### src/rtl/mem_access_pkg.sv
// Shared encodings for the port-A request front-end: size codes, FSM states, lane geometry.
package mem_access_pkg;

    localparam int LANES  = 4;
    localparam int LANE_W = 8;

    localparam logic [1:0] SZ_BYTE = 2'b00;
    localparam logic [1:0] SZ_HALF = 2'b01;
    localparam logic [1:0] SZ_WORD = 2'b10;
    localparam logic [1:0] SZ_RSVD = 2'b11;

    typedef enum logic [1:0] {
        ST_IDLE  = 2'd0,
        ST_ISSUE = 2'd1,
        ST_WAIT  = 2'd2,
        ST_RESP  = 2'd3
    } state_e;

endpackage

### src/rtl/mem_lane_align.sv
// Byte-lane steering: store write-enables and replicated data, load extraction, alignment check.
// Purely combinational; no latency, no backpressure.
module mem_lane_align
    import mem_access_pkg::*;
(
    input  logic [1:0]              size,
    input  logic [1:0]              addr_lo,
    input  logic [LANES*LANE_W-1:0] wdata,
    input  logic [LANES*LANE_W-1:0] rdata_raw,
    input  logic                    sign_ext,
    output logic [LANES-1:0]        we,
    output logic [LANES*LANE_W-1:0] din,
    output logic [LANES*LANE_W-1:0] rdata,
    output logic                    misalign
);

    logic [LANE_W-1:0]   byte_sel;
    logic [2*LANE_W-1:0] half_sel;

    assign byte_sel = rdata_raw[{addr_lo, 3'b000} +: LANE_W];
    assign half_sel = addr_lo[1] ? rdata_raw[31:16] : rdata_raw[15:0];

    always_comb begin
        we       = '0;
        din      = wdata;
        rdata    = '0;
        misalign = 1'b0;
        case (size)
            SZ_BYTE: begin
                din   = {LANES{wdata[7:0]}};
                we    = 4'b0001 << addr_lo;
                rdata = {{24{sign_ext & byte_sel[7]}}, byte_sel};
            end
            SZ_HALF: begin
                din      = {2{wdata[15:0]}};
                we       = addr_lo[1] ? 4'b1100 : 4'b0011;
                rdata    = {{16{sign_ext & half_sel[15]}}, half_sel};
                misalign = addr_lo[0];
            end
            SZ_WORD: begin
                din      = wdata;
                we       = 4'b1111;
                rdata    = rdata_raw;
                misalign = |addr_lo;
            end
            default: ;
        endcase
    end

endmodule

### src/rtl/mem_access_ctrl.sv
// Port-A load/store front-end; latency store 2, load 3, error 1 cycle; one request in flight.
// req_ready only in IDLE, response held until rsp_ready. MEMCTRL_SIGNEXT_EN enables signed loads.
module mem_access_ctrl
    import mem_access_pkg::*;
#(
    parameter int ADDR_WIDTH = 6,
    parameter int DATA_WIDTH = 32
) (
    input  logic                  clkA,
    input  logic                  rstA,
    input  logic                  req_valid,
    output logic                  req_ready,
    input  logic                  req_we,
    input  logic [1:0]            req_size,
    input  logic                  req_unsigned,
    input  logic [ADDR_WIDTH+1:0] req_addr,
    input  logic [DATA_WIDTH-1:0] req_wdata,
    output logic                  rsp_valid,
    input  logic                  rsp_ready,
    output logic                  rsp_err,
    output logic [DATA_WIDTH-1:0] rsp_rdata,
    output logic                  enaA,
    output logic [LANES-1:0]      weA,
    output logic [ADDR_WIDTH-1:0] addrA,
    output logic [DATA_WIDTH-1:0] dinA,
    input  logic [DATA_WIDTH-1:0] doutA
);

    generate
        if (DATA_WIDTH != LANES * LANE_W) begin : g_bad_width
            $error("mem_access_ctrl: DATA_WIDTH must be 32");
        end
    endgenerate

    state_e                state_q, state_d;
    logic [1:0]            size_q;
    logic [1:0]            lo_q;
    logic                  store_q;
    logic                  sign_ext;
    logic [1:0]            al_size;
    logic [1:0]            al_lo;
    logic [LANES-1:0]      al_we;
    logic [DATA_WIDTH-1:0] al_din;
    logic [DATA_WIDTH-1:0] al_rdata;
    logic                  al_misalign;
    logic                  accept;
    logic                  illegal;

    // The aligner sees the live request while idle and the captured one afterwards.
    assign al_size   = (state_q == ST_IDLE) ? req_size     : size_q;
    assign al_lo     = (state_q == ST_IDLE) ? req_addr[1:0] : lo_q;
    assign req_ready = (state_q == ST_IDLE) && !rstA;
    assign rsp_valid = (state_q == ST_RESP);
    assign accept    = req_valid && req_ready;
    assign illegal   = (req_size == SZ_RSVD) || al_misalign;

`ifdef MEMCTRL_SIGNEXT_EN
    logic unsigned_q;
    always_ff @(posedge clkA) begin
        if (rstA)        unsigned_q <= 1'b0;
        else if (accept) unsigned_q <= req_unsigned;
    end
    assign sign_ext = !unsigned_q;
`else
    logic unused_unsigned;
    assign unused_unsigned = req_unsigned;
    assign sign_ext        = 1'b0;
`endif

    mem_lane_align u_align (
        .size      (al_size),
        .addr_lo   (al_lo),
        .wdata     (req_wdata),
        .rdata_raw (doutA),
        .sign_ext  (sign_ext),
        .we        (al_we),
        .din       (al_din),
        .rdata     (al_rdata),
        .misalign  (al_misalign)
    );

    always_ff @(posedge clkA) begin
        if (rstA) state_q <= ST_IDLE;
        else      state_q <= state_d;
    end

    always_comb begin
        state_d = state_q;
        case (state_q)
            ST_IDLE:  if (accept) state_d = illegal ? ST_RESP : ST_ISSUE;
            ST_ISSUE: state_d = store_q ? ST_RESP : ST_WAIT;
            ST_WAIT:  state_d = ST_RESP;
            ST_RESP:  if (rsp_ready) state_d = ST_IDLE;
            default:  state_d = ST_IDLE;
        endcase
    end

    always_ff @(posedge clkA) begin
        if (rstA) begin
            enaA      <= 1'b0;
            weA       <= '0;
            addrA     <= '0;
            dinA      <= '0;
            rsp_err   <= 1'b0;
            rsp_rdata <= '0;
            size_q    <= SZ_BYTE;
            lo_q      <= '0;
            store_q   <= 1'b0;
        end else begin
            // Enable and write strobes are one-cycle pulses; address and data persist.
            enaA <= 1'b0;
            weA  <= '0;
            case (state_q)
                ST_IDLE: begin
                    if (accept) begin
                        size_q    <= req_size;
                        lo_q      <= req_addr[1:0];
                        store_q   <= req_we;
                        rsp_err   <= illegal;
                        rsp_rdata <= '0;
                        if (!illegal) begin
                            enaA  <= 1'b1;
                            addrA <= req_addr[ADDR_WIDTH+1:2];
                            if (req_we) begin
                                weA  <= al_we;
                                dinA <= al_din;
                            end
                        end
                    end
                end
                ST_WAIT: rsp_rdata <= al_rdata;
                default: ;
            endcase
        end
    end

endmodule

### config.mk
export PLATFORM = sky130hd
export DESIGN_NAME = mem_access_ctrl
export DESIGN_NICKNAME = d
export VERILOG_FILES = /design/src/rtl/mem_access_pkg.sv /design/src/rtl/mem_lane_align.sv /design/src/rtl/mem_access_ctrl.sv
export SDC_FILE = /design/constraint.sdc
export NUM_CORES = 1
export LEC_CHECK = 0
export CAP_MARGIN = 15
export CORE_MARGIN = 2
export CORE_UTILIZATION = 51
export CTS_CLUSTER_SIZE = 14
export DETAILED_ROUTE_END_ITERATION = 6
export PLACE_DENSITY_LB_ADDON = 0.08
export REMOVE_ABC_BUFFERS = 1
export SYNTH_ARGS = -nofsm -noshare
export SYNTH_HDL_FRONTEND = slang
export SYNTH_HIERARCHICAL = 1
export SYNTH_SLANG_ARGS = --single-unit
### constraint.sdc
create_clock -name clkA -period 8.9 [get_ports clkA]
set_input_delay 1.335 -clock clkA [delete_from_list [all_inputs] [get_ports clkA]]
set_output_delay 1.335 -clock clkA [all_outputs]
set_load 0.01 [all_outputs]
==> summary.txt <==
Routing
  • Avg WL per Cell: 17.5 µm
  • Antenna-violating nets left: 0
  • Vias per Instance: 6.09
  • Initial DRC count: 415
  • Final wirelength: 14700 µm
  • Vias: 5128
  • DRC viols: 0
  • Drt pass-1 iters: 5

Hold path
  • WHS Path Cells: 2
  • Hold Path Class: reg -> reg
  • Worst Min Path Start: lo_q[0]
  • WHS Endpoint: lo_q[0]

Setup path
  • RR Endpoint: dinA[0]
  • Startpoint types: primary input
  • WS Path Type: in -> reg
  • Critical Path Fanout Max: 54
  • Crit path DAT: 4670 ps
  • Worst setup path start: req_size[0]
  • RR Startpoint: state_q[0]
  • Worst Reg2Reg Path Length in Cells: 11
  • Required @ worst endpoint: 9170 ps
  • R2R Setup Slk: 4790 ps
  • Crit end category: flop

Place
  • Port buffer count: 156
  • HPWL after DPL: 9130 µm
  • DP Area: 6270 µm²
  • Final Wtd Congestion: 0.857

CTS
  • Root buffer cell: clkbuf_8
  • Longest Clk Path Bufs: 2
  • TritonCTS Sinks: 83
  • CTS buffer count: 9
  • Cts hold-fix bufs: 0
  • CTS resizes: 0
  • # H-tree levels: 3
  • Worst-Skew Late Latency: 360 ps
  • Post-CTS setup buffer count: 0
  • CTS tree: built
  • CTS clk-pin slew, worst paths: 80 ps

Die
  • Initial core utilization: 52.9%
  • Die Span X: 102 µm
  • Std-Cell Rows: 35
  • # IOs: 158
  • Core ar.: 9330 µm²
  • Die span in y: 102 µm
  • Die area: 10500 µm²

Logic synthesis
  • Synth Area in Adders: 2.28%
  • Register area share after synthesis: 33.7%
  • Post-synthesis cell area: 4940 µm²
  • Yosys cell types: 51
  • Largest family of logic cells by synthesized area: compound AO/OA/AOI/OAI gates
  • Synthesized instance count: 614
  • YS warnings: 6
  • Mux cell area share after synthesis: 5.58%
  • Simple-gate share of the synthesized area: 15.7%
  • Compound-gate portion of the synthesized area: 33.0%
  • #FFs+latches synth: 83
  • Avg Synthesized Cell Area: 8.04 µm²
  • Xor/xnor share of the synthesized area: 0%

STA
  • Period utilization: 49.4%
  • Setup TNS: 0 ps
  • Worst slew pin tran: 1130 ps
  • Final setup violation count: 0
  • Final-report hold violation count: 0
  • Slew Limit Fails: 0
  • Max Clk Rate: 227 MHz
  • Relative slew margins: 24.5%
  • Setup Skew: 14.8 ps
  • Final min period: 4400 ps
  • RSZ-0062 raised after global routing: false

GRT
  • Vias in the first global route: 4510
  • Initial antenna violation count: 0
  • First-pass GRT wire length: 22700 µm
  • Overall Global Routing Usage: 27.0%
  • Largest net degree at the start of global routing: 87
  • Grt ovf: 0

Finish
  • Inserted Diodes: 0
  • Final Net Count: 797
  • Area growth syn-to-layout: 32.2%
  • Register Area: 1660 µm²
  • Fillers: 805
  • Multi-input logic area: 2810 µm²
  • Layout cell share with drive strength beyond 1: 9.82%
  • Finished Cell Area: 6530 µm²

Pwr
  • Pleak: 2.19 nW
  • Maximum VDD drop: 141 µV
  • Pwr Density: 222 nW/µm²

Run
  • Max_cap viols: 0

Status
  • Status: complete, no violations
[Yosys cell counts (all sizes together)]
| cell type | count | area (µm²) |
|---|---|---|
| a211o | 2 | 17.5 |
| a211oi | 1 | 7.51 |
| a21boi | 1 | 7.51 |
| a21o | 2 | 16.3 |
| a21oi | 106 | 534 |
| a221oi | 1 | 15.0 |
| a22o | 8 | 70.1 |
| a22oi | 16 | 120 |
| a2bb2oi | 2 | 41.3 |
| a311oi | 16 | 196 |
| a31oi | 8 | 50.1 |
| and2 | 1 | 7.51 |
| and2b | 1 | 8.76 |
| and3 | 4 | 25.0 |
| and3b | 2 | 17.5 |
| and4b | 1 | 10.0 |
| buf | 53 | 339 |
| clkbuf | 30 | 113 |
| conb | 1 | 3.75 |
| dfxtp | 83 | 1660 |
| ha | 9 | 113 |
| inv | 8 | 30.0 |
| mux2 | 22 | 251 |
| mux2i | 2 | 23.8 |
| nand2 | 48 | 183 |
| nand2b | 4 | 25.0 |
| nand3 | 77 | 385 |
| nand3b | 1 | 7.51 |
| nand4b | 1 | 15.0 |
| nor2 | 9 | 36.3 |
| nor2b | 4 | 25.0 |
| nor3 | 2 | 10.0 |
| nor3b | 1 | 18.8 |
| o211ai | 39 | 293 |
| o21ai | 41 | 205 |
| o31ai | 7 | 52.6 |
[through the flow]
| step | std cells | setup slack (ps) | utilization (%) | power, mW | hold slack (ps) |
|---|---|---|---|---|---|
| floorplan | 531 | 4670 | - | 0.901 | 426 |
| global placement | 824 | 4380 | 67.3 | 1.13 | 439 |
| detailed placement | 824 | 4170 | 67.3 | 1.15 | 446 |
| CTS | 840 | 4540 | 69.5 | 1.43 | 458 |
| global route | 842 | 4230 | 70.0 | 1.54 | 476 |
| finish | 842 | 4500 | 70.0 | 1.45 | 454 |
[critical path, stage by stage]
cell and delay (ps):
clkdlybuf4s50_1 510, mux2_1 390, inv_1 110, ha_2 830, o21ai_0 180, a21boi_0 450
a21o_1 140, buf_4 380, o21ai_1 130, a21oi_1 180
[worst max path at each step]
stage,endpoint,depth (start not counted)
floorplan,dinA[13],8
global placement,dinA[13],10
detailed placement,dinA[13],10
CTS,dinA[0],10
global route,dinA[13],10
finish,dinA[0],10
[state kept, by name, summed over array words and instances, names as in the netlist, 2 cells and up]
signal     cells
dinA          32
rsp_rdata     32
addrA          6
weA            4
lo_q           2
size_q         2
state_q        2
[per-layer routing]
metal	up-vias	track usage, %	share of wire (%)	wire length [µm]
li1	2447	-	-	-
met1	2433	37.9	44	6450
met2	235	42.3	47	6930
met3	13	6.29	8.0	1180
met4	0	6.05	0.86	127
met5	-	0	0	0
[cell usage in the layout (no fill, tap or decap), types with 2 or more instances in the layout]
cell type and instances:
nand2b_1 4, o31ai_1 7, a21oi_1 105, o211ai_1 39
o21ai_1 37, nand3_1 77, o21ai_0 4, buf_4 8
a31oi_1 8, inv_2 2, and3b_1 2, mux2_2 17
a311oi_2 9, inv_1 6, inv_6 2, a22o_1 8
nor2_1 8, clkbuf_8 10, ha_1 8, a22oi_1 16
dfxtp_1 83, nor2b_1 3, clkinvlp_4 2, a211o_1 2
nor3_1 2, nand2_1 47, mux2_1 4, and3_1 4
a311oi_1 7, clkdlybuf4s50_1 155
[power breakdown]
group | internal (mW) | leakage, nW | switching [mW]
Sequential | 0.408 | 0.672 | 0.0192
Clock | 0.140 | 0.0995 | 0.148
Combinational | 0.291 | 1.42 | 0.441
[cells by family (layout without fill, tap and decap cells)]
kind of cell | Yosys count | after routing
AOI/OAI and AO/OA | 250 | 250
and+or+nand+nor | 156 | 156
buffers and inverters | 91 | 190
DFF | 83 | 83
muxes | 24 | 24
adders and majority gates | 9 | 9
other | 1 | 1
[layout make-up]
type                       instances  share of cell area (%)
multi-input combinational        440                    43.0
sequential                        83                    25.5
timing repair buffer             166                    25.4
tap                              129                    2.47
clock buffer                      10                    2.11
clock inverter                     6                    1.09
inverter                           8                   0.460
No activity file was read; power rests on OpenSTA's default activity.
